===== config.mk =====
export PLATFORM = sky130hd
export DESIGN_NAME = gpu_cmd_frontend
export DESIGN_NICKNAME = d
export VERILOG_FILES = /design/src/rtl/gpu_cmd_pkg.sv /design/src/rtl/gpu_cmd_fifo.sv /design/src/rtl/gpu_cmd_frontend.sv
export SDC_FILE = /design/constraint.sdc
export NUM_CORES = 1
export LEC_CHECK = 0
export CORE_MARGIN = 1.5
export CORE_UTILIZATION = 45
export CTS_BUF_LIST = sky130_fd_sc_hd__clkbuf_4
export DETAILED_ROUTE_END_ITERATION = 8
export GPL_TIMING_DRIVEN = 0
export PLACE_DENSITY = 0.66
export SKIP_CTS_REPAIR_TIMING = 1
export SLEW_MARGIN = 25
export SYNTH_ARGS = -nofsm -noshare
export SYNTH_HDL_FRONTEND = slang
export SYNTH_SLANG_ARGS = --single-unit

===== constraint.sdc =====
create_clock -name clk_2GHz -period 6.99 [get_ports clk_2GHz]
set_input_delay 1.398 -clock clk_2GHz [delete_from_list [all_inputs] [get_ports clk_2GHz]]
set_output_delay 1.398 -clock clk_2GHz [all_outputs]
set_load 0.005 [all_outputs]

===== src/rtl/gpu_cmd_pkg.sv =====
`default_nettype none
// ============================================================================
// Module   : gpu_cmd_pkg
// Purpose  : Shared types for the GPU command front end: command opcodes,
//            header field bit positions and parser FSM states.
// Ports    : none (package)
// Revision : 1.0 - initial release
// ============================================================================
package gpu_cmd_pkg;

   typedef enum logic [7:0] {
      OPC_NOP      = 8'h00,
      OPC_SET_REG  = 8'h01,
      OPC_DISPATCH = 8'h02,
      OPC_FENCE    = 8'h03
   } opcode_e;

   // Header layout: [63:56] opcode, [55:48] payload count, [47:0] immediate
   localparam int OPC_HI = 63;
   localparam int OPC_LO = 56;
   localparam int CNT_HI = 55;
   localparam int CNT_LO = 48;

   typedef enum logic [1:0] {
      ST_HDR        = 2'd0,
      ST_PAYLOAD    = 2'd1,
      ST_FENCE_WAIT = 2'd2,
      ST_DROP       = 2'd3
   } state_e;

endpackage
`default_nettype wire


===== src/rtl/gpu_cmd_fifo.sv =====
`default_nettype none
// ============================================================================
// Module   : gpu_cmd_fifo
// Purpose  : Synchronous first-word-fall-through FIFO. The head entry is
//            visible on rdata whenever empty is low.
// Ports    : clk, rst_n (sync, active-low)
//            push/wdata  - write side (ignored when full)
//            pop/rdata   - read side (ignored when empty)
//            full, empty, level - occupancy status
// Revision : 1.0 - initial release
// ============================================================================
module gpu_cmd_fifo #(
   parameter int DEPTH = 16,
   parameter int WIDTH = 64,
   parameter int LVL_W = $clog2(DEPTH) + 1
) (
   input  logic             clk,
   input  logic             rst_n,
   input  logic             push,
   input  logic [WIDTH-1:0] wdata,
   input  logic             pop,
   output logic [WIDTH-1:0] rdata,
   output logic             full,
   output logic             empty,
   output logic [LVL_W-1:0] level
);
   localparam int PTR_W = $clog2(DEPTH);

   logic [WIDTH-1:0] mem [DEPTH];
   logic [PTR_W-1:0] wr_ptr;
   logic [PTR_W-1:0] rd_ptr;
   logic             do_push;
   logic             do_pop;

   assign full    = (level == LVL_W'(DEPTH));
   assign empty   = (level == '0);
   assign do_push = push && !full;
   assign do_pop  = pop && !empty;
   assign rdata   = mem[rd_ptr];

   always_ff @(posedge clk) begin
      if (do_push) begin
         mem[wr_ptr] <= wdata;
      end
   end

   // Pointers wrap naturally since DEPTH is a power of two
   always_ff @(posedge clk) begin
      if (!rst_n) begin
         wr_ptr <= '0;
         rd_ptr <= '0;
         level  <= '0;
      end else begin
         if (do_push) wr_ptr <= wr_ptr + 1'b1;
         if (do_pop)  rd_ptr <= rd_ptr + 1'b1;
         case ({do_push, do_pop})
            2'b10:   level <= level + 1'b1;
            2'b01:   level <= level - 1'b1;
            default: level <= level;
         endcase
      end
   end

endmodule
`default_nettype wire


===== src/rtl/gpu_cmd_frontend.sv =====
`default_nettype none
// ============================================================================
// Module   : gpu_cmd_frontend
// Purpose  : Buffers host command words, parses header+payload packets,
//            drops NOPs and illegal commands, stalls on FENCE until the core
//            is idle, and forwards legal packets with sop/eop framing.
// Ports    : clk_2GHz, rst_n (sync, active-low)
//            host_cmd_data/valid/ready - host command input
//            out_data/valid/ready/sop/eop/opcode - packet stream to the core
//            core_idle   - releases a pending FENCE
//            err_pulse/err_sticky - illegal header indication
//            fifo_level, cmd_count - status
// Revision : 1.0 - initial release
// ============================================================================
module gpu_cmd_frontend
   import gpu_cmd_pkg::*;
#(
   parameter int FIFO_DEPTH = 16,
   parameter int DATA_W     = 64,
   parameter int LVL_W      = $clog2(FIFO_DEPTH) + 1
) (
   input  logic              clk_2GHz,
   input  logic              rst_n,
   input  logic [DATA_W-1:0] host_cmd_data,
   input  logic              host_cmd_valid,
   output logic              host_cmd_ready,
   output logic [DATA_W-1:0] out_data,
   output logic              out_valid,
   input  logic              out_ready,
   output logic              out_sop,
   output logic              out_eop,
   output logic [7:0]        out_opcode,
   input  logic              core_idle,
   output logic              err_pulse,
   output logic              err_sticky,
   output logic [LVL_W-1:0]  fifo_level,
   output logic [31:0]       cmd_count
);

   logic [DATA_W-1:0] head;
   logic              full;
   logic              empty;
   logic              pop;
   logic [7:0]        opc;
   logic [7:0]        cnt;
   logic [7:0]        rem;
   logic [7:0]        opc_q;
   state_e            state;
   state_e            state_nxt;
   logic              hdr_fire;
   logic              illegal;
   logic              rem_load;
   logic              rem_dec;

   gpu_cmd_fifo #(
      .DEPTH (FIFO_DEPTH),
      .WIDTH (DATA_W),
      .LVL_W (LVL_W)
   ) u_fifo (
      .clk   (clk_2GHz),
      .rst_n (rst_n),
      .push  (host_cmd_valid),
      .wdata (host_cmd_data),
      .pop   (pop),
      .rdata (head),
      .full  (full),
      .empty (empty),
      .level (fifo_level)
   );

   // Ready comes from the registered level, so a pop while full frees the
   // slot only from the next cycle on.
   assign host_cmd_ready = !full;

   assign opc = head[OPC_HI:OPC_LO];
   assign cnt = head[CNT_HI:CNT_LO];

   assign out_data   = out_valid ? head : '0;
   // Header beat shows the live opcode; later beats show the latched one
   assign out_opcode = (state == ST_HDR && out_valid) ? opc : opc_q;

   always_comb begin
      state_nxt = state;
      pop       = 1'b0;
      out_valid = 1'b0;
      out_sop   = 1'b0;
      out_eop   = 1'b0;
      hdr_fire  = 1'b0;
      illegal   = 1'b0;
      rem_load  = 1'b0;
      rem_dec   = 1'b0;
      case (state)
         ST_HDR: begin
            if (!empty) begin
               case (opc)
                  OPC_NOP: pop = 1'b1;
                  OPC_SET_REG, OPC_DISPATCH: begin
                     out_valid = 1'b1;
                     out_sop   = 1'b1;
                     out_eop   = (cnt == 8'd0);
                     if (out_ready) begin
                        pop      = 1'b1;
                        hdr_fire = 1'b1;
                        if (cnt != 8'd0) begin
                           rem_load  = 1'b1;
                           state_nxt = ST_PAYLOAD;
                        end
                     end
                  end
                  OPC_FENCE: begin
                     pop       = 1'b1;
                     state_nxt = ST_FENCE_WAIT;
                  end
                  default: begin
                     pop     = 1'b1;
                     illegal = 1'b1;
                     if (cnt != 8'd0) begin
                        rem_load  = 1'b1;
                        state_nxt = ST_DROP;
                     end
                  end
               endcase
            end
         end
         ST_PAYLOAD: begin
            if (!empty) begin
               out_valid = 1'b1;
               out_eop   = (rem == 8'd1);
               if (out_ready) begin
                  pop     = 1'b1;
                  rem_dec = 1'b1;
                  if (rem == 8'd1) state_nxt = ST_HDR;
               end
            end
         end
         ST_FENCE_WAIT: begin
            if (core_idle) state_nxt = ST_HDR;
         end
         ST_DROP: begin
            if (!empty) begin
               pop     = 1'b1;
               rem_dec = 1'b1;
               if (rem == 8'd1) state_nxt = ST_HDR;
            end
         end
         default: state_nxt = ST_HDR;
      endcase
   end

   always_ff @(posedge clk_2GHz) begin
      if (!rst_n) begin
         state <= ST_HDR;
      end else begin
         state <= state_nxt;
      end
   end

   always_ff @(posedge clk_2GHz) begin
      if (!rst_n) begin
         rem        <= '0;
         opc_q      <= '0;
         cmd_count  <= '0;
         err_pulse  <= 1'b0;
         err_sticky <= 1'b0;
      end else begin
         if (rem_load) begin
            rem <= cnt;
         end else if (rem_dec) begin
            rem <= rem - 1'b1;
         end
         if (hdr_fire) begin
            opc_q <= opc;
            if (cmd_count != 32'hFFFF_FFFF) cmd_count <= cmd_count + 1'b1;
         end
         err_pulse <= illegal;
         if (illegal) err_sticky <= 1'b1;
      end
   end

endmodule
`default_nettype wire


### After elaboration in Yosys (flattened, before gate mapping)

Memories as Yosys holds them, arrays and structs flattened. A register that Yosys moved wholly into a read port is not among the register bits.
Index checks and enable logic that the tools add are counted.

| storage, ports and cells | value |
|---|---|
| register bits | 65 |
| memory bits (writable) | 1024 |
| word-level logic and storage cells | 99 |
| memories | 1 |

| operators by class | value |
|---|---|
| add/sub/neg operators | 6 |
| eq/ne operators | 20 |
| multiplexer cells | 46 |
| reduce and logical (&&, ||, !) cells | 17 |

Memory list:

| name | words | width | rd ports | clocked after memory_dff | write ports | line | RTL |
|---|---|---|---|---|---|---|---|
| u_fifo.mem | 16 | 64 | 1 | 1 | 1 | gpu_cmd_fifo.sv:29 | `logic [WIDTH-1:0] mem [DEPTH];` |

Operator list:

| cell | number |
|---|---|
| $mux 64 | 1 |
| $add 32x1->32 const B | 1 |
| $ne 32x32->1 const B | 1 |
| $mux 8 | 3 |
| $mux 1 | 23 |
| $mux 2 | 9 |
| $eq 8x1->1 const B | 2 |
| $eq 8x2->1 const B | 2 |
| $logic_not 8->1 | 2 |
| $ne 2x2->1 const B | 6 |
| $pmux 5 s2 | 1 |
| $reduce_and 9->1 | 1 |
| $add 4x1->4 const B | 2 |
| $mux 4 | 2 |
| $pmux 1 s2 | 4 |
| $pmux 2 s4 | 1 |
| $reduce_bool 8->1 | 1 |
| $sub 8x1->8 const B | 1 |
| $eq 2x2->1 const B | 3 |
| $ne 3x3->1 const B | 2 |
| $pmux 2 s3 | 1 |
| $add 5x1->5 const B | 1 |
| $eq 5x5->1 const B | 1 |
| $logic_not 5->1 | 1 |
| other kinds (11) | 17 |

### Longest topological paths before layout

Gate-level depths: netlist of run 1.

| depth | value |
|---|---|
| depth in word-level cells | 8 |
| mapped depth | 19 |

### Hierarchy

From an unflattened synthesis of run 1, not the netlist that was laid out.

| second synthesis, totals | value |
|---|---|
| cell total of the unflattened synthesis | 1966 |
| area total of the unflattened synthesis | 42667.2 um2 |

Modules (own cells, without submodules):

| module | times used | cells each | area each (um2) | sequential area each (um2) |
|---|---|---|---|---|
| gpu_cmd_fifo | 1 | 1545 | 39460.3 | 31089.8 |
| gpu_cmd_frontend | 1 | 421 | 3206.8 | 1041.0 |

### Least setup slack after synthesis of run 1

Ideal clock, no wire load.

| timing path | value |
|---|---|
| path type | input -> register |
| from | input host_cmd_valid |
| to | memory u_fifo.mem[3][0], enable pin |
| data arrival time | 6.498 ns |
| data required time | 6.426 ns |
| path slack | -0.072 ns |
| stages on the path | 4 |
| buffers on the path | 0 |
| cell sequence | inv_1 > a21oi_1 > nand2_1 > nor3_1 |

| between the ends | value |
|---|---|
| cells in the longest elaborated chain, start to end | 3 |

RTL lines:

| what | line | RTL |
|---|---|---|
| start, declared | gpu_cmd_frontend.sv:25 | `input logic host_cmd_valid,` |
| $logic_and 1x1->1 | gpu_cmd_fifo.sv:37 | `assign do_push = push && !full;` |
| $mux 1 | gpu_cmd_fifo.sv:42 | `if (do_push) begin` |
| $mux 1 (not written as such) | gpu_cmd_fifo.sv:43 | `mem[wr_ptr] <= wdata;` |
| end, declared | gpu_cmd_fifo.sv:29 |  |

No other way between the ends.

==> flow_summary_export.csv, run 1 <==
group,metric,value,unit
hold_path,hold_path.class,"flip-flop to flip-flop",
drt,wl_met3,7720,um
drt,ant_nets,0,
placed_design,io_buffers,181,
critical_path,arrival,5.34,ns
timing,rsz0062_at_grt,"yes",
layout,layout.cells.non_filler,3967,
timing,slew_headroom,30.5,%
synthesis,ys_ff_latch,1093,
critical_path,r2r_end,"u_fifo.level[4]",
timing,fin_crit,6.74,ns
layout,layout_commonest_cell,"edfxtp_1",
grt,grt_pass1_wl,149000,um
synthesis,syn_inst,1956,
floorplanning,die_area,96200,um^2
critical_path,rr_worst_depth,18,
drt,highest_layer,"met5",
clocking,clk_latency,1.14,ns
power,total_power,16.3,mW
synthesis,ys_warn_count,0,
drt,dr_total_vias,22231,
power,ir_drop,204,uV
floorplanning,start_util,45.4,%
placed_design,hpwl,65900,um
layout,area_growth_syn_to_layout,20.6,%
clocking,cts_buffers,297,
drt,viasPerCell,5.60,
drt,wl_per_cell,25.5,um
timing,finalHoldViolCount,0,
drt,wirelength_met1,40200,um
synthesis,synth_area,42500,um^2
layout,final_cell_mix,"edfxtp_1 (1024), clkbuf_4 (414), mux4_2 (309), clkdlybuf4s50_1 (181), nor2_1 (74)",
critical_path,critPathMaxFanout,10,
synthesis,avgSynthCellArea,21.7,um^2
power,power.density,319,nW/um^2
run_status,status,"complete, no violations",
critical_path,worstSetupStartpointType,"flip-flop",
placed_design,place.gp.congestion,0.822,
timing,maxSlewViolCount,0,
synthesis,ys_async_sr_fraction,0,%
critical_path,cp-end-kind,"output port",
job,max-cap-violations,0,
synthesis,synth_fp_nets,2035,
grt,track_usage,21.5,%
clocking,cts.path.max_buffers,4,
grt,grt_pass1_vias,23214,
floorplanning,rows,112,
floorplanning,die_width,310,um
placed_design,place_inst,3474,
layout,drive_gt1_share,33.7,%
clocking,clk_pin_slew,0.06,ns
synthesis,yosysUniqueCellTypes,65,
clocking,htreeDepth,5,
timing,tightestPinTransition,1.03,ns
timing,fin_skew,0.100,ns
clocking,cts_tree,"done",
drt,drc,0,
critical_path,reg2reg_slack,2.30,ns
timing,setup_viol,0,
floorplanning,core_area,93500,um^2
hold_path,min_from,"opc_q[6]",
grt,grt_overflow,0,
synthesis,ys.flop_type,"edfxtp_1",
critical_path,critical_path_required,5.59,ns
synthesis,synth_edf_count,1024,
timing,fin_crit_sh,96.4,%
critical_path,path_class,"flip-flop to output port",
grt,antenna_found_initial,13,
drt,wirelength,101000,um
hold_path,whs_endpoint,"opc_q[6]",
power,power_leakage,16.4,nW
floorplanning,die_h,310,um
grt,grt_max_degree,18,
synthesis,synth_seq_area_share,75.7,%
drt,wl_met2,51600,um
layout,nets,2602,
drt,dr.pass1.iters,5,
clocking,cts.sinks,1093,
hold_path,hold_depth,1,
floorplanning,num_io_pins,184,
clocking,clock-root-buffer,"clkbuf_4",
drt,drtIter0Drc,2254,
timing,fmax,0.148,GHz
==> critical path, cell delays in order, from the launching register on <==
cell and delay (ns):
dfxtp_1 0.39, clkbuf_4 0.29, clkbuf_4 0.31, clkbuf_1 0.67, clkbuf_1 0.77, clkbuf_1 0.73
mux4_2 0.34, and2_1 0.22, clkdlybuf4s50_1 0.55
==> where the power goes <==
group	leakage (nW)	total (mW)	switching, mW	internal [mW]
combinational	4.53	3.75	1.90	1.84
sequential	9.81	7.40	0.0626	7.34
clock	2.05	5.19	2.47	2.72
total	16.4	16.3	4.44	11.9
==> how the worst max path moves through the flow <==
stage / end
after CTS: out_data[10]
after global routing: out_data[38]
after detailed placement: out_data[10]
after global placement: u_fifo.mem[7][31]
after floorplan: u_fifo.mem[15][0]
final: out_data[35]
==> metal layers <==
layer | up-vias | track usage [%]
li1 | 9464 | -
met1 | 11671 | 28.2
met2 | 915 | 35.7
met3 | 167 | 5.30
met4 | 14 | 6.68
met5 | - | 0
==> state kept, by name, summed over array words and instances (netlist names), named ones only <==
| name | cells |
|---|---|
| u_fifo.mem | 1024 |
| u_fifo.rd_ptr | 4 |
| u_fifo.wr_ptr | 4 |
| cmd_count | 32 |
| state | 2 |
| err_pulse | 1 |
| rem | 8 |
| u_fifo.level | 5 |
| opc_q | 8 |
| err_sticky | 1 |
==> layout make-up <==
cell class	count	area [um^2]
multi-input combinational	748	9960
clock buffer	408	3060
clock inverter	76	328
inverter	15	56.3
fill	7137	42300
buffer	100	500
sequential	1093	32100
timing repair buffer	268	3570
antenna	5	12.5
tap	1254	1570
==> synth_stat cells, drive strengths merged (2+ instances only) <==
cell / number / share of area, %
edfxtp: 1024 / 72
mux4: 309 / 16
nor2: 88 / 0.79
dfxtp: 69 / 3.3
clkbuf: 62 / 0.55
and2: 59 / 0.87
buf: 38 / 0.51
nand2: 34 / 0.30
a21oi: 28 / 0.34
xor2: 24 / 0.50
nand3: 21 / 0.27
mux2i: 20 / 0.47
xnor2: 20 / 0.46
nor3: 19 / 0.29
and3: 14 / 0.21
inv: 14 / 0.12
o21ai: 12 / 0.18
nor2b: 11 / 0.16
ha: 10 / 0.29
nor4: 10 / 0.23
nand4: 8 / 0.15
a22oi: 7 / 0.14
nand2b: 7 / 0.10
and4: 6 / 0.12
or4: 5 / 0.088
a221oi: 4 / 0.13
mux2: 4 / 0.11
o31ai: 4 / 0.10
a211oi: 3 / 0.053
o211ai: 3 / 0.053
or3: 3 / 0.044
a21o: 2 / 0.035
a32oi: 2 / 0.041
o2111ai: 2 / 0.041
or2: 2 / 0.029
==> cells by family after synthesis <==
| family | count (synthesis) | share of synthesized area (%) |
|---|---|---|
| buf+inv | 115 | 1.19 |
| fa+ha+maj | 10 | 0.295 |
| xor+xnor | 44 | 0.952 |
| compound gates | 71 | 1.18 |
| mux | 333 | 17.0 |
| flops | 1093 | 75.7 |
| simple gates | 290 | 3.73 |
==> stage by stage <==
step / hold slack (ns) / TNS [ns] / cell area, um^2 / worst slack, ns / util, %
after floorplan: 0.444 / 0 / 42500 / 1.64 / -
after global placement: 0.457 / -2799.24 / 45900 / -3.06 / 49.1
after detailed placement: 0.463 / 0 / 47700 / 0.930 / 51.1
after CTS: 0.477 / -8.94 / 51100 / -0.290 / 54.7
after global routing: 0.490 / -0.0139 / 51200 / -0.0138 / 54.8
final: 0.479 / 0 / 51200 / 0.251 / 54.8
No activity file was read; power rests on OpenSTA's default activity.
==> inputs of run 2 (changes only) <==
- GPL_TIMING_DRIVEN: 0 -> 1
==> run 2 against run 1 <==
Compared with the run above: combinational power decreased by 8.3%; clock power shrank 0.8%; worst hold slack better by 0.0019 ns; critical path type unchanged; non-clock buffer count fell by 130; register-to-register slack got worse by 0.16 ns; fmax grew 2.7%; sequential share of layout area rose by 2.1 points; highest routed layer unchanged; largest cell class unchanged; final cell count fell by 3.5%; flip-flop and latch count did not move; via count is 3.6% lower.
==> flow_summary_export.csv, run 2 (synthesis gave the netlist of run 1 again) <==
group,metric,value,unit
run_status,status,"complete, no violations",
clocking,cts.path.max_buffers,4,
placed_design,place_inst,3342,
clocking,clk_latency,1.16,ns
layout,largestRegisters,"u_fifo.mem: 1024 flops, cmd_count: 32 flops",
hold_path,hold_path.class,"flip-flop to flip-flop",
drt,drtIter0Drc,1887,
grt,grt_overflow,0,
floorplanning,die_h,310,um
placed_design,post-place-ws,0.935,ns
timing,finalHoldViolCount,0,
timing,fin_skew,0.108,ns
layout,layout_commonest_cell,"edfxtp_1",
placed_design,place_area,46000,um^2
floorplanning,num_io_pins,184,
drt,drc,0,
clocking,cts_tree,"done",
grt,grt_pass1_wl,140000,um
layout,layout.cells.non_filler,3829,
drt,wl_per_cell,24.9,um
placed_design,place.gp.congestion,0.762,
layout,largest_reg_flops,1024,
layout,top_register,"u_fifo.mem",
critical_path,cpMaxStageDelayCell,"buf_4",
critical_path,path_class,"flip-flop to output port",
critical_path,critical_path_required,5.59,ns
hold_path,whs_endpoint,"opc_q[3]",
critical_path,worstPathCellList,"buf_4 > mux4_2 > mux4_2 > or4_1 > nor2_2 > nand2_1 > a21oi_1 > clkdlybuf4s50_1",
hold_path,hold_depth,1,
clocking,clk_pin_slew,0.06,ns
floorplanning,core_area,93500,um^2
critical_path,cp_top_family,"buffers and inverters",
power,ir_drop,197,uV
clocking,htreeDepth,5,
grt,track_usage,20.0,%
power,total_power,16.1,mW
critical_path,cp.depth,8,
drt,ant_nets,0,
critical_path,r2r_end,"u_fifo.level[4]",
critical_path,critPathMaxStageDelay,0.83,ns
timing,maxSlewViolCount,0,
drt,wirelength,95200,um
floorplanning,start_util,45.4,%
drt,dr_total_vias,21441,
critical_path,worstSetupStartpointType,"flip-flop",
power,power.density,325,nW/um^2
clocking,clock-root-buffer,"clkbuf_4",
critical_path,timing.critical_path.buf_inv,2,
job,max-cap-violations,0,
timing,whs,0.481,ns
layout,filler_cell_count,7276,
critical_path,critPathMaxFanout,61,
timing,setup_ws,0.428,ns
layout,final_util,53.0,%
timing,fmax,0.152,GHz
critical_path,reg2reg_slack,2.14,ns
drt,viasPerCell,5.60,
critical_path,arrival,5.16,ns
critical_path,cp_common_cell,"mux4_2",
floorplanning,die_area,96200,um^2
floorplanning,rows,112,
clocking,cts_buffers,294,
placed_design,hpwl,50200,um
clocking,cts.sinks,1093,
critical_path,cp-end-kind,"output port",
timing,fin_crit,6.56,ns
drt,dr.pass1.iters,7,
layout,nets,2469,
floorplanning,die_width,310,um
timing,rsz0062_at_grt,"no",
timing,setup_viol,0,
timing,slew_headroom,30.1,%
placed_design,io_buffers,183,
timing,fin_crit_sh,93.9,%
timing,tightestPinTransition,1.05,ns
timing,setup_tns,0,ns
critical_path,rr_worst_depth,16,
layout,drive_gt1_share,32.7,%
grt,grt_pass1_vias,22348,
layout,area_growth_syn_to_layout,16.7,%
hold_path,min_from,"opc_q[3]",
grt,grt_max_degree,69,
layout,final_cell_mix,"edfxtp_1 (1024), clkbuf_4 (409), mux4_2 (309), clkdlybuf4s50_1 (183), nor2_1 (74)",
power,power_leakage,15.7,nW
grt,antenna_found_initial,12,
layout,final_cell_area,49500,um^2
run 2: worst max path at each step:
stage,startpoint,to,slack [ns]
floorplan,host_cmd_valid,u_fifo.mem[15][0],1.64
global placement,flip-flop,out_data[30],1.06
detailed placement,flip-flop,out_data[11],0.94
CTS,flip-flop,out_data[11],-0.32
global route,flip-flop,out_eop,0.09
finish,flip-flop,out_eop,0.43
run 2: power by group:
part / internal (mW) / switching (mW) / leakage [nW] / total (mW)
combinational: 1.77 / 1.67 / 3.81 / 3.44
clock: 2.75 / 2.41 / 2.03 / 5.15
sequential: 7.35 / 0.150 / 9.81 / 7.50
total: 11.9 / 4.23 / 15.7 / 16.1
run 2: area by class of cell:
| cell class | count | area, um^2 | area share (%) |
|---|---|---|---|
| Sequential cell | 1093 | 32100 | 64.9 |
| Clock inverter | 62 | 299 | 0.604 |
| Timing Repair Buffer | 238 | 2410 | 4.86 |
| Inverter | 15 | 58.8 | 0.119 |
| Clock buffer | 409 | 3070 | 6.20 |
| Antenna cell | 10 | 25.0 | 0.0505 |
| Multi-Input combinational cell | 748 | 9960 | 20.1 |
| Tap cell | 1254 | 1570 | 3.17 |
run 2: layer usage:
layer	wire [um]	vias to the layer above	track usage [%]
met2	47900	804	32.9
met1	39600	11273	26.6
met4	1640	14	6.93
met5	91	-	0
met3	5960	162	4.30
li1	-	9188	-
run 2: worst reg2reg max path, stage by stage, from the launching register on:
cell and delay (ns):
dfxtp_4 0.61, buf_4 0.38, mux4_2 0.54, mux2_2 0.34, o31ai_4 0.24, nand4_1 0.21, o21ai_1 0.42, nor2_1 0.17
ha_1 0.37, xor2_1 0.19, ha_1 0.26, inv_1 0.13, o211ai_1 0.09, a21oi_1 0.14, or3b_1 0.37, a21o_1 0.18
a21oi_1 0.13
==> edit 1 (settings of run 1) <==
Change the parameter `FIFO_DEPTH` from 16 to 8.
--- a/src/rtl/gpu_cmd_frontend.sv
+++ b/src/rtl/gpu_cmd_frontend.sv
@@ -17,3 +17,3 @@
 #(
-   parameter int FIFO_DEPTH = 16,
+   parameter int FIFO_DEPTH = 8,
    parameter int DATA_W     = 64,
Interface: changed (resized fifo_level); port bits go from 184 to 183. The function was not compared with the original's and may differ.
==> edit 1 against run 1 <==
Register-to-register slack better by 0.26 ns. Final area down 45%. Total power fell by 45%. Count of clock-buffer cells in the layout is 197 lower. Worst setup slack gained 0.12 ns. Die area down 46%. Area after synthesis shrank 46%. Wire length shrank 50%. Sequential share of layout area fell by 3.1 points. Global-route usage is 1.4 points lower. Clock skew fell by 0.062 ns. Critical path type unchanged. Highest routed layer unchanged. Non-clock buffer count decreased by 64. First-iteration DRC count is 59% lower. Sequential cell count fell by 516.
==> edit 1: results (changes against run 1) <==
[power]
comb_cell_power_mw = 2.19  ; was 3.75 mW
p_leak_nw = 9.28  ; was 16.4 nW
sw_frac_of_total = 0.274  ; was 0.272
ir_worst_vdd_v = 0.000210  ; was 0.000204 V
powerClk_mw = 2.84  ; was 5.19 mW
p_total_mw = 9.06  ; was 16.3 mW

[global_route]
grt_max_degree = 20  ; was 18
track_usage = 0.201  ; was 0.215
grt_remaining_overflow = 0  ; unchanged
grt_pass1_wl_um = 77800  ; was 149000 µm
grt_antenna_before_repair = 8  ; was 13

[drt]
via_count = 12600  ; was 22200
routed_via_density = 5.32  ; was 5.60
first_iter_violations = 927  ; was 2254
wl_per_cell_um = 21.5  ; was 25.5 µm
drt_pass1_iterations = 5  ; unchanged

[clock_tree]
clk_latency_ns = 0.95  ; was 1.14 ns
h-tree-depth = 4  ; was 5
cts_root_buf = clkbuf_4  ; unchanged
cts_buffers = 148  ; was 297
clkTransAtPathRegs_ns = 0.07
cts_buffer_depth = 3  ; was 4

[setup_path]
slowest_delay_ns = 0.53  ; was 0.77 ns
crit_fanout = 10  ; unchanged
cp_top_family = buffers and inverters  ; unchanged
crit_arrival_ns = 5.22  ; was 5.34 ns
critPathSlowestCell = or3_1  ; was clkbuf_1

[synth]
synth-edff-count = 512  ; was 1024
yosysWarnings = 0  ; unchanged
synth_cell_type_count = 48  ; was 65
synth_area_per_cell_um2 = 18.8  ; was 21.7 µm²
synth.area.top_cells = edfxtp_1, mux4_2, dfxtp_1  ; unchanged
yosysSeqAreaShare = 0.732  ; was 0.757
synth_nets = 1289  ; was 2035
synthFlopType = edfxtp_1  ; unchanged
synthTopCellsByCount = edfxtp_1, mux4_2, mux2i_1  ; was edfxtp_1, mux4_2, nor2_1
ys_async_sr_fraction = 0  ; unchanged

[sta]
slew_headroom = 0.347  ; was 0.305
hold_viol_final = 0  ; unchanged
fin_skew_ns = 0.0378  ; was 0.100 ns

[run_status]
status = finished, final reports clean  ; unchanged

[placed_design]
dpl.hpwl_um = 34300  ; was 65900 µm
io_buffers = 181  ; unchanged
dp.cells = 2126  ; was 3474
gp_congestion = 0.782  ; was 0.822

[hold_path]
hp-class = flop to flop  ; unchanged

[final_layout]
largestRegisters = u_fifo.mem (512), cmd_count (32)  ; was u_fifo.mem (1024), cmd_count (32)
n_fill_cell = 3982  ; was 7137
drive_gt1_frac = 0.274  ; was 0.337
nNetsFinal = 1681  ; was 2602

[edit 1: cell families after synthesis]
family	share of synthesized area
fa+ha+maj	0.00440
flops	0.732
buf+inv	0.0141
xor+xnor	0.00687
compound gates	0.0124
mux	0.170
simple gates	0.0602
[edit 1: stage by stage]
stage | hold slack [ns] | setup WS [ns] | TNS [ns] | area [µm²]
after CTS | 0.475 | 0.116 | 0 | 27900
after global placement | 0.458 | -5.02 | -1666.26 | 25400
after global routing | 0.488 | 0.0619 | 0 | 27900
after floorplan | 0.444 | 0.428 | 0 | 22800
after detailed placement | 0.465 | 1.20 | 0 | 26100
final | 0.476 | 0.371 | 0 | 27900
[edit 1: metal layers]
layer | vias up | share of wire | wire, µm | track usage
li1 | 5705 | - | - | -
met1 | 6398 | 0.42 | 21300 | 0.254
met2 | 369 | 0.49 | 25100 | 0.328
met3 | 78 | 0.069 | 3510 | 0.0663
met4 | 12 | 0.016 | 794 | 0.0660
met5 | - | 0.0016 | 82 | 0
[edit 1: final timing paths]
| kind | slack, ns | to | cells past startpoint | start |
|---|---|---|---|---|
| worst max-delay path | 0.37 | out_data[57] | 12 | flop |
| worst min-delay path | 0.48 | opc_q[0] | 2 | opc_q[0] |
| worst max register to register | 2.56 | u_fifo.level[2] | 16 | flop |
| worst min register to register | 0.48 | opc_q[0] | 2 | opc_q[0] |
[edit 1: layout make-up]
cell class,instances,share of cell area
Multi-Input combinational cell,567,0.209
Timing Repair Buffer,242,0.0875
Sequential cell,577,0.597
Clock inverter,22,0.00855
Clock buffer,211,0.0567
Antenna cell,3,0.000269
Inverter,6,0.000806
Tap cell,672,0.0301
Buffer,62,0.0107
==> edit 2 (settings of run 1) <==
Without the edit above. Remove the register `err_pulse`: a continuous assignment takes its place, so the output `err_pulse` follows one clock earlier.
--- a/src/rtl/gpu_cmd_frontend.sv
+++ b/src/rtl/gpu_cmd_frontend.sv
@@ -162,3 +162,2 @@
          cmd_count  <= '0;
-         err_pulse  <= 1'b0;
          err_sticky <= 1'b0;
@@ -174,3 +173,2 @@
          end
-         err_pulse <= illegal;
          if (illegal) err_sticky <= 1'b1;
@@ -179,2 +177,4 @@
 
+   assign err_pulse = illegal;
+
 endmodule
Formal check against the unedited RTL: not equivalent (Yosys sat finds a counterexample within 4 cycles, from zero or initial values and one cycle with rst_n low).
==> edit 2 against run 1 <==
Register-to-register slack worse by 0.28 ns. Clock skew is 0.0011 ns higher. Area after synthesis is 0.17% lower. Combinational power is 2% lower. Worst hold slack worse by 0.0014 ns. Sequential cell count is 1 lower. Total power is 0.11% lower. Worst setup slack better by 0.0034 ns. Sequential power hardly changed. Core utilization is 0.093 points higher. Wire length is 0.35% lower. Die area is 0.16% lower. Final area hardly changed. Critical path type unchanged. Largest cell class unchanged. Largest power group unchanged.
==> edit 2: results (changes against run 1) <==
[drt]
drt_pass1_iterations = 6  ; was 5
wl_per_cell_um = 25.5  ; about the same
via_count = 22000  ; was 22200
first_iter_violations = 2062  ; was 2254

[hold_path]
min_from = err_sticky  ; was opc_q[6]
holdPathStages = 2  ; was 1
hold_end = err_sticky  ; was opc_q[6]

[placed_design]
gp_congestion = 0.854  ; was 0.822
dpl.hpwl_um = 65600  ; was 65900 µm
io_buffers = 183  ; was 181

[synth]
synthTopCellsByCount = edfxtp_1, mux4_2, nor2_1  ; unchanged
synth-adder-area-share = 0.00295  ; about the same
synthMuxAreaShare = 0.173  ; was 0.170
synth_cell_type_count = 56  ; was 65
synth-xor-area-share = 0.00661  ; was 0.00952
yosysSeqAreaShare = 0.758  ; was 0.757
synth_nets = 2036  ; was 2035
synth_compound_area_frac = 0.00883  ; was 0.0118
synth.area.top_cells = edfxtp_1, mux4_2, dfxtp_1  ; unchanged
netlist.area_leader.share = 0.725  ; was 0.724

[sta]
fin_skew_ns = 0.101  ; was 0.100 ns
worst_slew_pin_slew_ns = 0.968  ; was 1.03 ns

[final_layout]
nNetsFinal = 2600  ; was 2602
n_fill_cell = 7207  ; was 7137
drive_gt1_frac = 0.344  ; was 0.337

[global_route]
grt_pass1_wl_um = 147000  ; was 149000 µm
grt_antenna_before_repair = 10  ; was 13
track_usage = 0.214  ; was 0.215
grt_pass1_vias = 23000  ; was 23200

[power]
ir_worst_vdd_v = 0.000192  ; was 0.000204 V
p_leak_nw = 16.4  ; about the same

[run_status]
status = finished, final reports clean  ; unchanged

[setup_path]
crit_arrival_ns = 5.34  ; about the same
rr_endpoint = u_fifo.level[4]  ; unchanged
r2r_slack_ns = 2.02  ; was 2.30 ns

[clock_tree]
cts_buffers = 294  ; was 297

==> edit 2: cell types whose count changed in the layout (fill, tap and decap cells not counted), moves of 7 or more <==
| cell | change |
|---|---|
| nor2b_1 | -7 |
| clkbuf_1 | -11 |
| clkinv_1 | -26 |
| nor2_1 | -13 |
| buf_8 | -8 |
| nor4_1 | +12 |
| and2_1 | +8 |
| buf_6 | +9 |
| nand2_1 | +8 |
| nand2b_1 | +14 |
| xor2_1 | -14 |
==> edit 2: metal layers <==
| layer | wire length, µm | global-route usage |
|---|---|---|
| met3 | 7950 | 0.0556 |
| met1 | 40500 | 0.280 |
| met4 | 1890 | 0.0704 |
| met5 | 78 | 0 |
| met2 | 50600 | 0.352 |
==> edit 2: logic make-up after synthesis <==
| kind of cell | count (synthesis) |
|---|---|
| flops | 1092 |
| mux | 342 |
| simple gates | 304 |
| buf+inv | 121 |
| compound gates | 56 |
| xor+xnor | 32 |
| fa+ha+maj | 10 |
==> edit 2: critical path: stages, from the launching register on <==
cell and delay (ns):
dfxtp_1 0.33, buf_6 0.12, buf_4 0.26, mux4_2 0.54, mux2_2 0.30, o31ai_1 0.59
nand4_1 0.36, inv_2 0.21, nor2_4 0.11, inv_1 0.11, buf_6 0.22, clkbuf_4 0.28
and2_1 0.22, clkdlybuf4s50_1 0.55
==> edit 2: layout make-up <==
type / instances / area (µm²) / share of cell area
antenna: 7 / 17.5 / 0.000342
buffer: 103 / 543 / 0.0106
clock buffer: 416 / 3120 / 0.0610
clock inverter: 55 / 275 / 0.00538
inverter: 18 / 67.6 / 0.00132
multi-input combinational: 744 / 9900 / 0.193
sequential: 1092 / 32100 / 0.627
tap: 1254 / 1570 / 0.0306
timing repair buffer: 268 / 3590 / 0.0702
==> edit 2: per-stage QoR <==
stage	setup WS, ns	instance area [µm²]	hold WS [ns]	std cells
after global routing	-0.00473	51200	0.499	3951
final	0.254	51200	0.477	3957
after CTS	-0.851	51100	0.481	3949
after global placement	-3.01	45800	0.456	3394
after floorplan	1.66	42400	0.444	1957
after detailed placement	0.395	47700	0.465	3478
==> edit 2: power by group <==
group | internal (mW) | switching, mW
sequential | 7.34 | 0.0735
combinational | 1.83 | 1.86
clock | 2.79 | 2.43
total | 12.0 | 4.37
==> edit 2: how the worst max path moves through the flow <==
stage	startpoint	to	slack, ns	cells after the start
3_5_place_dp	flop	out_data[4]	0.39	14
4_1_cts	flop	out_data[4]	-0.85	14
5_1_grt	flop	out_data[29]	-0.005	16
3_3_place_gp	host_cmd_valid	u_fifo.mem[15][31]	-3.01	5
6_report	flop	out_data[23]	0.25	13
2_1_floorplan	host_cmd_valid	u_fifo.mem[15][0]	1.66	4
